## src/rtl/fpga_tt_harness_pkg.sv

```systemverilog
// Shared constants and helpers for the TinyTapeout FPGA harness.
// Holds the active-high hex-to-seven-segment table, the blank segment
// pattern and the counter-width helper used to size every counter.
package fpga_tt_harness_pkg;

  // Segment patterns {g,f,e,d,c,b,a}, active-high, indexed by nibble value.
  // Index 15 is listed first; 'b' and 'd' use the lower-case shapes.
  localparam logic [15:0][6:0] HEX_SEG = {
    7'h71, 7'h79, 7'h5E, 7'h39, 7'h7C, 7'h77, 7'h6F, 7'h7F,
    7'h07, 7'h7D, 7'h6D, 7'h66, 7'h4F, 7'h5B, 7'h06, 7'h3F
  };

  // All segments dark, active-high sense.
  localparam logic [6:0] SEG_OFF = 7'h00;

  // Bits needed for a counter holding 0..max_count-1 (never less than 1).
  function automatic int cnt_width(input int max_count);
    return (max_count <= 2) ? 1 : $clog2(max_count);
  endfunction

endpackage

```

## src/rtl/fpga_tt_harness_debounce.sv

```systemverilog
// Two-flop synchroniser followed by a counter debouncer for one raw input.
// The stable value only flips once the synced input has disagreed with it
// for DEBOUNCE_CYCLES consecutive cycles.
module fpga_tt_debounce
  import fpga_tt_harness_pkg::*;
#(
  parameter int DEBOUNCE_CYCLES = 50000
) (
  input  logic clk,
  input  logic rst_n,
  input  logic raw_i,
  output logic stable_o
);

  localparam int CNT_W = cnt_width(DEBOUNCE_CYCLES);
  localparam logic [CNT_W-1:0] CNT_MAX = CNT_W'(DEBOUNCE_CYCLES - 1);

  logic             sync1_q, sync2_q;
  logic             stable_q, stable_d;
  logic [CNT_W-1:0] cnt_q, cnt_d;

  // Count disagreement cycles; any agreement clears the count.
  always_comb begin
    stable_d = stable_q;
    cnt_d    = '0;
    if (sync2_q != stable_q) begin
      if (cnt_q == CNT_MAX) begin
        stable_d = sync2_q;
      end else begin
        cnt_d = cnt_q + CNT_W'(1);
      end
    end
  end

  // Synchroniser chain and debounce state.
  always_ff @(posedge clk or negedge rst_n) begin
    if (!rst_n) begin
      sync1_q  <= 1'b0;
      sync2_q  <= 1'b0;
      stable_q <= 1'b0;
      cnt_q    <= '0;
    end else begin
      sync1_q  <= raw_i;
      sync2_q  <= sync1_q;
      stable_q <= stable_d;
      cnt_q    <= cnt_d;
    end
  end

  assign stable_o = stable_q;

endmodule

```

## src/rtl/fpga_tt_harness.sv

```systemverilog
// Board-side harness around a TinyTapeout-style DUT: synchronises and
// debounces switches, stretches the DUT reset, gates uio pads by the DUT
// output enables and scans a multi-digit hex seven-segment display.
// Optional single-step button: define FPGA_TT_HARNESS_STEP_EN.
module fpga_tt_harness
  import fpga_tt_harness_pkg::*;
#(
  parameter int NUM_SW          = 2,
  parameter int DEBOUNCE_CYCLES = 50000,
  parameter int RST_STRETCH     = 16,
  parameter int NUM_DIGITS      = 4,
  parameter int REFRESH_CYCLES  = 1000,
  parameter int SEG_ACTIVE_LOW  = 1
) (
  input  logic                    clk,
  input  logic                    rst_n,
  input  logic [NUM_SW-1:0]       sw_i,
`ifdef FPGA_TT_HARNESS_STEP_EN
  input  logic                    step_i,
`endif
  input  logic [7:0]              pmod_i,
  input  logic [7:0]              uio_pad_i,
  output logic [7:0]              uio_pad_o,
  output logic [7:0]              ui_in_o,
  output logic [7:0]              uio_in_o,
  input  logic [7:0]              uio_out_i,
  input  logic [7:0]              uio_oe_i,
  output logic                    dut_rst_n_o,
  output logic                    dut_ena_o,
  input  logic [4*NUM_DIGITS-1:0] disp_val_i,
  output logic [6:0]              seg_o,
  output logic [NUM_DIGITS-1:0]   dig_sel_o
);

  localparam int RST_W = cnt_width(RST_STRETCH + 1);
  localparam logic [RST_W-1:0] RST_DONE = RST_W'(RST_STRETCH);
  localparam int REF_W = cnt_width(REFRESH_CYCLES);
  localparam logic [REF_W-1:0] REF_LAST = REF_W'(REFRESH_CYCLES - 1);
  localparam int IDX_W = cnt_width(NUM_DIGITS);
  localparam logic [IDX_W-1:0] IDX_LAST = IDX_W'(NUM_DIGITS - 1);
  localparam logic ACT_LOW = (SEG_ACTIVE_LOW != 0);
  localparam logic [6:0] SEG_IDLE = ACT_LOW ? ~SEG_OFF : SEG_OFF;
  localparam logic [NUM_DIGITS-1:0] DIG_IDLE = ACT_LOW ? '1 : '0;

  // ---------------- switches ----------------
  logic [NUM_SW-1:0] sw_db;

  generate
    for (genvar gi = 0; gi < NUM_SW; gi++) begin : g_sw
      fpga_tt_debounce #(
        .DEBOUNCE_CYCLES(DEBOUNCE_CYCLES)
      ) u_db (
        .clk     (clk),
        .rst_n   (rst_n),
        .raw_i   (sw_i[gi]),
        .stable_o(sw_db[gi])
      );
    end
  endgenerate

  // ---------------- pmod / uio ----------------
  logic [7:0] pmod_s1_q, pmod_s2_q, pad_s1_q, pad_s2_q;
  logic [7:0] uio_in_q, uio_in_d;

  // Bits the DUT is driving read back as 0 on its input side.
  assign uio_in_d = pad_s2_q & ~uio_oe_i;

  // Pad synchronisers and registered uio input.
  always_ff @(posedge clk or negedge rst_n) begin
    if (!rst_n) begin
      pmod_s1_q <= '0;
      pmod_s2_q <= '0;
      pad_s1_q  <= '0;
      pad_s2_q  <= '0;
      uio_in_q  <= '0;
    end else begin
      pmod_s1_q <= pmod_i;
      pmod_s2_q <= pmod_s1_q;
      pad_s1_q  <= uio_pad_i;
      pad_s2_q  <= pad_s1_q;
      uio_in_q  <= uio_in_d;
    end
  end

  assign ui_in_o   = pmod_s2_q;
  assign uio_in_o  = uio_in_q;
  assign uio_pad_o = uio_out_i & uio_oe_i;

  // ---------------- reset stretch and enable ----------------
  logic [RST_W-1:0] rst_cnt_q, rst_cnt_d;
  logic             dut_rst_n_q, dut_rst_n_d;
  logic             dut_ena_q, dut_ena_d;
  logic             run_req;

  // Hold the DUT in reset while sw[0] is on, then count out the stretch.
  always_comb begin
    rst_cnt_d   = rst_cnt_q;
    dut_rst_n_d = dut_rst_n_q;
    if (sw_db[0]) begin
      rst_cnt_d   = '0;
      dut_rst_n_d = 1'b0;
    end else if (!dut_rst_n_q) begin
      rst_cnt_d = rst_cnt_q + RST_W'(1);
      if (rst_cnt_d == RST_DONE) begin
        dut_rst_n_d = 1'b1;
      end
    end
  end

`ifdef FPGA_TT_HARNESS_STEP_EN
  logic step_db, step_prev_q, step_prev_d;

  fpga_tt_debounce #(
    .DEBOUNCE_CYCLES(DEBOUNCE_CYCLES)
  ) u_step_db (
    .clk     (clk),
    .rst_n   (rst_n),
    .raw_i   (step_i),
    .stable_o(step_db)
  );

  assign step_prev_d = step_db;

  // Remember the previous debounced button level for edge detection.
  always_ff @(posedge clk or negedge rst_n) begin
    if (!rst_n) begin
      step_prev_q <= 1'b0;
    end else begin
      step_prev_q <= step_prev_d;
    end
  end

  // Free-run on sw[1]; otherwise one enable cycle per button press.
  assign run_req = sw_db[1] | (step_db & ~step_prev_q);
`else
  assign run_req = sw_db[1];
`endif

  assign dut_ena_d = run_req & dut_rst_n_q;

  // Stretcher and enable registers.
  always_ff @(posedge clk or negedge rst_n) begin
    if (!rst_n) begin
      rst_cnt_q   <= '0;
      dut_rst_n_q <= 1'b0;
      dut_ena_q   <= 1'b0;
    end else begin
      rst_cnt_q   <= rst_cnt_d;
      dut_rst_n_q <= dut_rst_n_d;
      dut_ena_q   <= dut_ena_d;
    end
  end

  assign dut_rst_n_o = dut_rst_n_q;
  assign dut_ena_o   = dut_ena_q;

  // ---------------- display scan ----------------
  logic [REF_W-1:0]      ref_cnt_q, ref_cnt_d;
  logic [IDX_W-1:0]      dig_idx_q, dig_idx_d;
  logic [6:0]            seg_q, seg_d;
  logic [NUM_DIGITS-1:0] dig_sel_q, dig_sel_d, dig_onehot;
  logic [3:0]            nibble;

  // On each refresh wrap, latch the current digit's pattern and step on.
  always_comb begin
    nibble = disp_val_i[{dig_idx_q, 2'b00} +: 4];
    for (int i = 0; i < NUM_DIGITS; i++) begin
      dig_onehot[i] = (dig_idx_q == IDX_W'(i));
    end
    ref_cnt_d = ref_cnt_q + REF_W'(1);
    dig_idx_d = dig_idx_q;
    seg_d     = seg_q;
    dig_sel_d = dig_sel_q;
    if (ref_cnt_q == REF_LAST) begin
      ref_cnt_d = '0;
      dig_idx_d = (dig_idx_q == IDX_LAST) ? '0 : dig_idx_q + IDX_W'(1);
      seg_d     = ACT_LOW ? ~HEX_SEG[nibble] : HEX_SEG[nibble];
      dig_sel_d = ACT_LOW ? ~dig_onehot : dig_onehot;
    end
  end

  // Display registers; segments and select always move together.
  always_ff @(posedge clk or negedge rst_n) begin
    if (!rst_n) begin
      ref_cnt_q <= '0;
      dig_idx_q <= '0;
      seg_q     <= SEG_IDLE;
      dig_sel_q <= DIG_IDLE;
    end else begin
      ref_cnt_q <= ref_cnt_d;
      dig_idx_q <= dig_idx_d;
      seg_q     <= seg_d;
      dig_sel_q <= dig_sel_d;
    end
  end

  assign seg_o     = seg_q;
  assign dig_sel_o = dig_sel_q;

endmodule

```

## config.mk

```make
export PLATFORM = sky130hd
export DESIGN_NAME = fpga_tt_harness
export DESIGN_NICKNAME = d
export VERILOG_FILES = /design/src/rtl/fpga_tt_harness_pkg.sv /design/src/rtl/fpga_tt_harness_debounce.sv /design/src/rtl/fpga_tt_harness.sv
export SDC_FILE = /design/constraint.sdc
export NUM_CORES = 1
export LEC_CHECK = 0
export BUFFER_PORTS_ARGS = -buffer_cell sky130_fd_sc_hd__buf_4
export CAP_MARGIN = 40
export CELL_PAD_IN_SITES_DETAIL_PLACEMENT = 2
export CELL_PAD_IN_SITES_GLOBAL_PLACEMENT = 2
export CORE_ASPECT_RATIO = 1.5
export CORE_MARGIN = 3
export CORE_UTILIZATION = 36
export DETAILED_ROUTE_END_ITERATION = 8
export GPL_TIMING_DRIVEN = 0
export HOLD_SLACK_MARGIN = 0.03
export PLACE_DENSITY_LB_ADDON = 0.05
export SLEW_MARGIN = 20
export SYNTH_ARGS = -nofsm -noshare
export SYNTH_HDL_FRONTEND = slang
export SYNTH_SLANG_ARGS = --single-unit
```

## constraint.sdc

```tcl
create_clock -name clk -period 2.3 [get_ports clk]
set_clock_uncertainty 0.1 [all_clocks]
set_input_delay 0.115 -clock clk [delete_from_list [all_inputs] [get_ports clk]]
set_output_delay 0.115 -clock clk [all_outputs]
set_load 0.1 [all_outputs]
```

==> flow_metrics.env <==
export IMPL_status="complete, no violations"
export IMPL_vias_per_cell=5.09
export IMPL_drive_gt1_share_pct=28.2
export IMPL_finalCritPeriodShare_pct=96.2
export IMPL_final_hold_viol_count=0
export IMPL_root_buffer="clkbuf_16"
export IMPL_first_pass_iters=4
export IMPL_async_flop_share_pct=100
export IMPL_drt_wirelength_per_cell_um=19.7
export IMPL_worst_slew_pin_slew_ns=0.436
export IMPL_synth_edf_count=0
export IMPL_clk_pin_slew_ns=0.08
export IMPL_crit_fanout=6
export IMPL_layoutNonFillerInstCount=671
export IMPL_clkSinkCount=108
export IMPL_cts_buffers=9
export IMPL_leakage_uw=0.00275
export IMPL_clkLatencyLatePin_ns=0.36
export IMPL_ys_types=50
export IMPL_crit_chain="buf_6, mux4_2, inv_4, ha_1, inv_1, mux4_2, nand2_1, nand2_1"
export IMPL_cap_violations=0
export IMPL_yosys_area_share_simple_pct=18.4
export IMPL_grt_pass1_wl_mm=22.0
export IMPL_synthAdderAreaFrac_pct=3.85
export IMPL_p_sw_share_pct=26.5
export IMPL_fillers=1230
export IMPL_synth_xor_area_share_pct=6.35
export IMPL_first_iter_violations=66
export IMPL_slew_headroom_pct=70.8
export IMPL_ys_seq_elements=108
export IMPL_start_util_pct=37.3
export IMPL_worstSetupEndpointType="flip-flop"
export IMPL_area_growth_pct=33.0
export IMPL_placedCellCount=627
export IMPL_fin_util_pct=49.6
export IMPL_slew_violations=0
export IMPL_synth_compound_area_share_pct=5.58
export IMPL_whs_ns=0.146
export IMPL_synth_nets=451
export IMPL_internal_power_uw=3010
export IMPL_synthMuxAreaShare_pct=3.63
export IMPL_tritoncts="done"
export IMPL_grt_max_degree=67
export IMPL_die_area_um2=14100
export IMPL_cp_slowest_cell="mux4_2"
export IMPL_grt_overflow=0
export IMPL_finalSetupViolations=0
export IMPL_start_kind="flip-flop"
export IMPL_synth_top_family_by_area="simple AND/OR/NAND/NOR gates"
export IMPL_max_freq_ghz=0.452
export IMPL_track_usage_pct=20.3
export IMPL_p_seq_share_pct=48.2
export IMPL_critPathKind="flip-flop to flip-flop"
export IMPL_io_pins=89
export IMPL_rows=49
export IMPL_clockBufferDepth=2
export IMPL_hp_class="input pin to async pin"
export IMPL_finalNetCount=579
export IMPL_syn_avg_cell_area_um2=11.8
export IMPL_switchingPower_uw=1090
export IMPL_gp_congestion=0.742
export IMPL_antenna_found_initial=0
export IMPL_period_needed_ns=2.21
export IMPL_vias=3414
export IMPL_ys_seq_area_share_pct=59.7
export IMPL_wl_mm=13.2
export IMPL_dp_hpwl_mm=8.23
export IMPL_cp_arrival_ns=2.40
export IMPL_power_frac_clock_pct=40.4
export IMPL_port_buffers=88
export IMPL_total_power_uw=4090
export IMPL_die_y_um=144
export IMPL_critPathRequiredTime_ns=2.48
export IMPL_n_antenna_cell=0
export IMPL_drcViolationCount=0
export IMPL_peakVddDrop_v=0.000345
export IMPL_syn_inst=385
export IMPL_grt_pass1_vias=4136
export IMPL_htreeDepth=3
export IMPL_register_area_um2=2720
export IMPL_crit_family="multiplexers"
export IMPL_synth_cell_area_um2=4550
export IMPL_ys_flop_type="dfrtp_1"
export IMPL_multiInputGateArea_um2=1730
export IMPL_postRouteAntennaNets=0
export IMPL_die_width_um=97.8
export IMPL_coreArea_um2=12200
export IMPL_critPathMaxStageDelay_ns=0.60
export IMPL_power_frac_comb_pct=11.3
export IMPL_power_density_nw_per_um2=676
export IMPL_yosys_warnings=0
export IMPL_critPathBufInv=3
[power groups by stage]
stage / registers, uW / logic, uW / clock network (uW)
after floorplan: 2120 / 122 / 0
after global placement: 2000 / 404 / 0
after detailed placement: 2010 / 418 / 0
after CTS: 1970 / 460 / 1690
after global routing: 1980 / 493 / 1780
final: 1970 / 464 / 1650
[area by class of cell]
class	count	share of cell area [%]
well taps	153	3.16
inverters	15	0.972
repair buffers	118	16.1
clock inverters	6	1.32
clock buffers	10	3.95
multi-input cells	250	28.6
plain buffers	11	0.951
flip-flops and latches	108	44.9
[path summary, 6_finish.rpt]
kind / end / cells after the start / from / slack [ns]
max in group asynchronous: dig_sel_o[1]$_DFFE_PN1N_ / 3 / rst_n / 1.23
max: seg_o[3]$_DFFE_PN1N_ / 8 / dig_idx_q[0]$_DFFE_PN0N_ / 0.09
min: g_sw[1].u_db.cnt_q[11]$_DFF_PN0_ / 2 / rst_n / 0.15
min in group clk: ui_in_o[3]$_DFF_PN0_ / 0 / pmod_s1_q[3]$_DFF_PN0_ / 0.25
min reg2reg: ui_in_o[3]$_DFF_PN0_ / 0 / pmod_s1_q[3]$_DFF_PN0_ / 0.25
max reg2reg: seg_o[3]$_DFFE_PN1N_ / 8 / dig_idx_q[0]$_DFFE_PN0N_ / 0.09
[synth_stat cells (4+ instances only)]
master / number / area [um^2]
mux4_2: 5 / 113
and2_1: 13 / 81.3
o21ai_0: 13 / 65.1
nand3_1: 14 / 70.1
nor2_1: 36 / 135
a21oi_1: 12 / 60.1
xor2_1: 20 / 175
a31o_2: 4 / 35.0
and4_1: 6 / 52.6
dfstp_2: 11 / 289
xnor2_1: 13 / 114
dfrtp_1: 97 / 2430
nor2b_1: 9 / 56.3
ha_1: 14 / 175
inv_1: 15 / 56.3
nand2_1: 22 / 82.6
or3_1: 6 / 37.5
clkbuf_1: 8 / 30.0
nand4_1: 13 / 81.3
and3_1: 6 / 37.5
[sequential cells by signal, indices dropped and copies added, names as in the netlist, 4 cells and up]
| register | cells |
|---|---|
| g_sw.u_db.cnt_q | 32 |
| rst_cnt_q | 5 |
| ui_in_o | 8 |
| pad_s2_q | 8 |
| pad_s1_q | 8 |
| seg_o | 7 |
| pmod_s1_q | 8 |
| dig_sel_o | 4 |
| ref_cnt_q | 10 |
| uio_in_o | 8 |
[what timing repair did]
action	CTS	global route
hold buffers	27	0
endpoints found under the hold margin	125	0
gates resized for setup	1	12
setup buffers	0	2
endpoints found under the setup margin	1	25
cloned	0	0
[metal layers]
layer,track usage [%],vias to the layer above,wire [um],part of all wire (%)
li1,-,1578,-,-
met1,20.4,1755,4660,35
met2,41.2,64,7850,59
met3,3.89,17,452,3.4
met4,6.27,0,244,1.8
met5,0,-,0,0
[worst register-to-register path, cell delays in order, from the launching register on]
cell	delay, ns
dfrtp_2	0.39
buf_6	0.14
mux4_2	0.60
inv_4	0.12
ha_1	0.17
inv_1	0.04
mux4_2	0.45
nand2_1	0.09
nand2_1	0.06
[cell usage in the layout, fill, tap and decap left out, types with 3 or more instances in the layout]
cell / count
or2_2: 3
a31o_2: 4
nor4_1: 3
dfrtp_1: 96
mux4_2: 5
dfstp_2: 11
nor2_1: 36
or3_1: 6
xor2_1: 20
inv_6: 3
nand2_1: 21
clkbuf_16: 9
buf_4: 90
and4_1: 6
nor2b_1: 9
and3_1: 6
ha_1: 13
xnor2_1: 13
clkbuf_1: 5
buf_2: 3
a21oi_1: 12
nand4_1: 13
mux2i_1: 3
and2_1: 13
inv_1: 13
o21ai_0: 12
nand3_1: 14
dlygate4sd3_1: 27
[kinds of logic after synthesis]
kind of cell             after synthesis
AND/OR/NAND/NOR                      152
flip-flops                           108
AO/OA/AOI/OAI                         41
XOR/XNOR                              33
buffers and inverters                 27
adder cells (fa/ha/maj)               14
multiplexers                          10
[per-stage QoR]
step                      setup TNS (ns)  setup WS (ns)  cell area (um^2)
final                                  0         0.0863              6050
after CTS                              0         0.0217              6020
after global placement                 0         0.0159              5400
after global routing            -0.00350       -0.00350              6050
after floorplan                        0          0.208              4550
after detailed placement        -0.00980       -0.00980              5440
No activity file was read; power rests on OpenSTA's default activity.
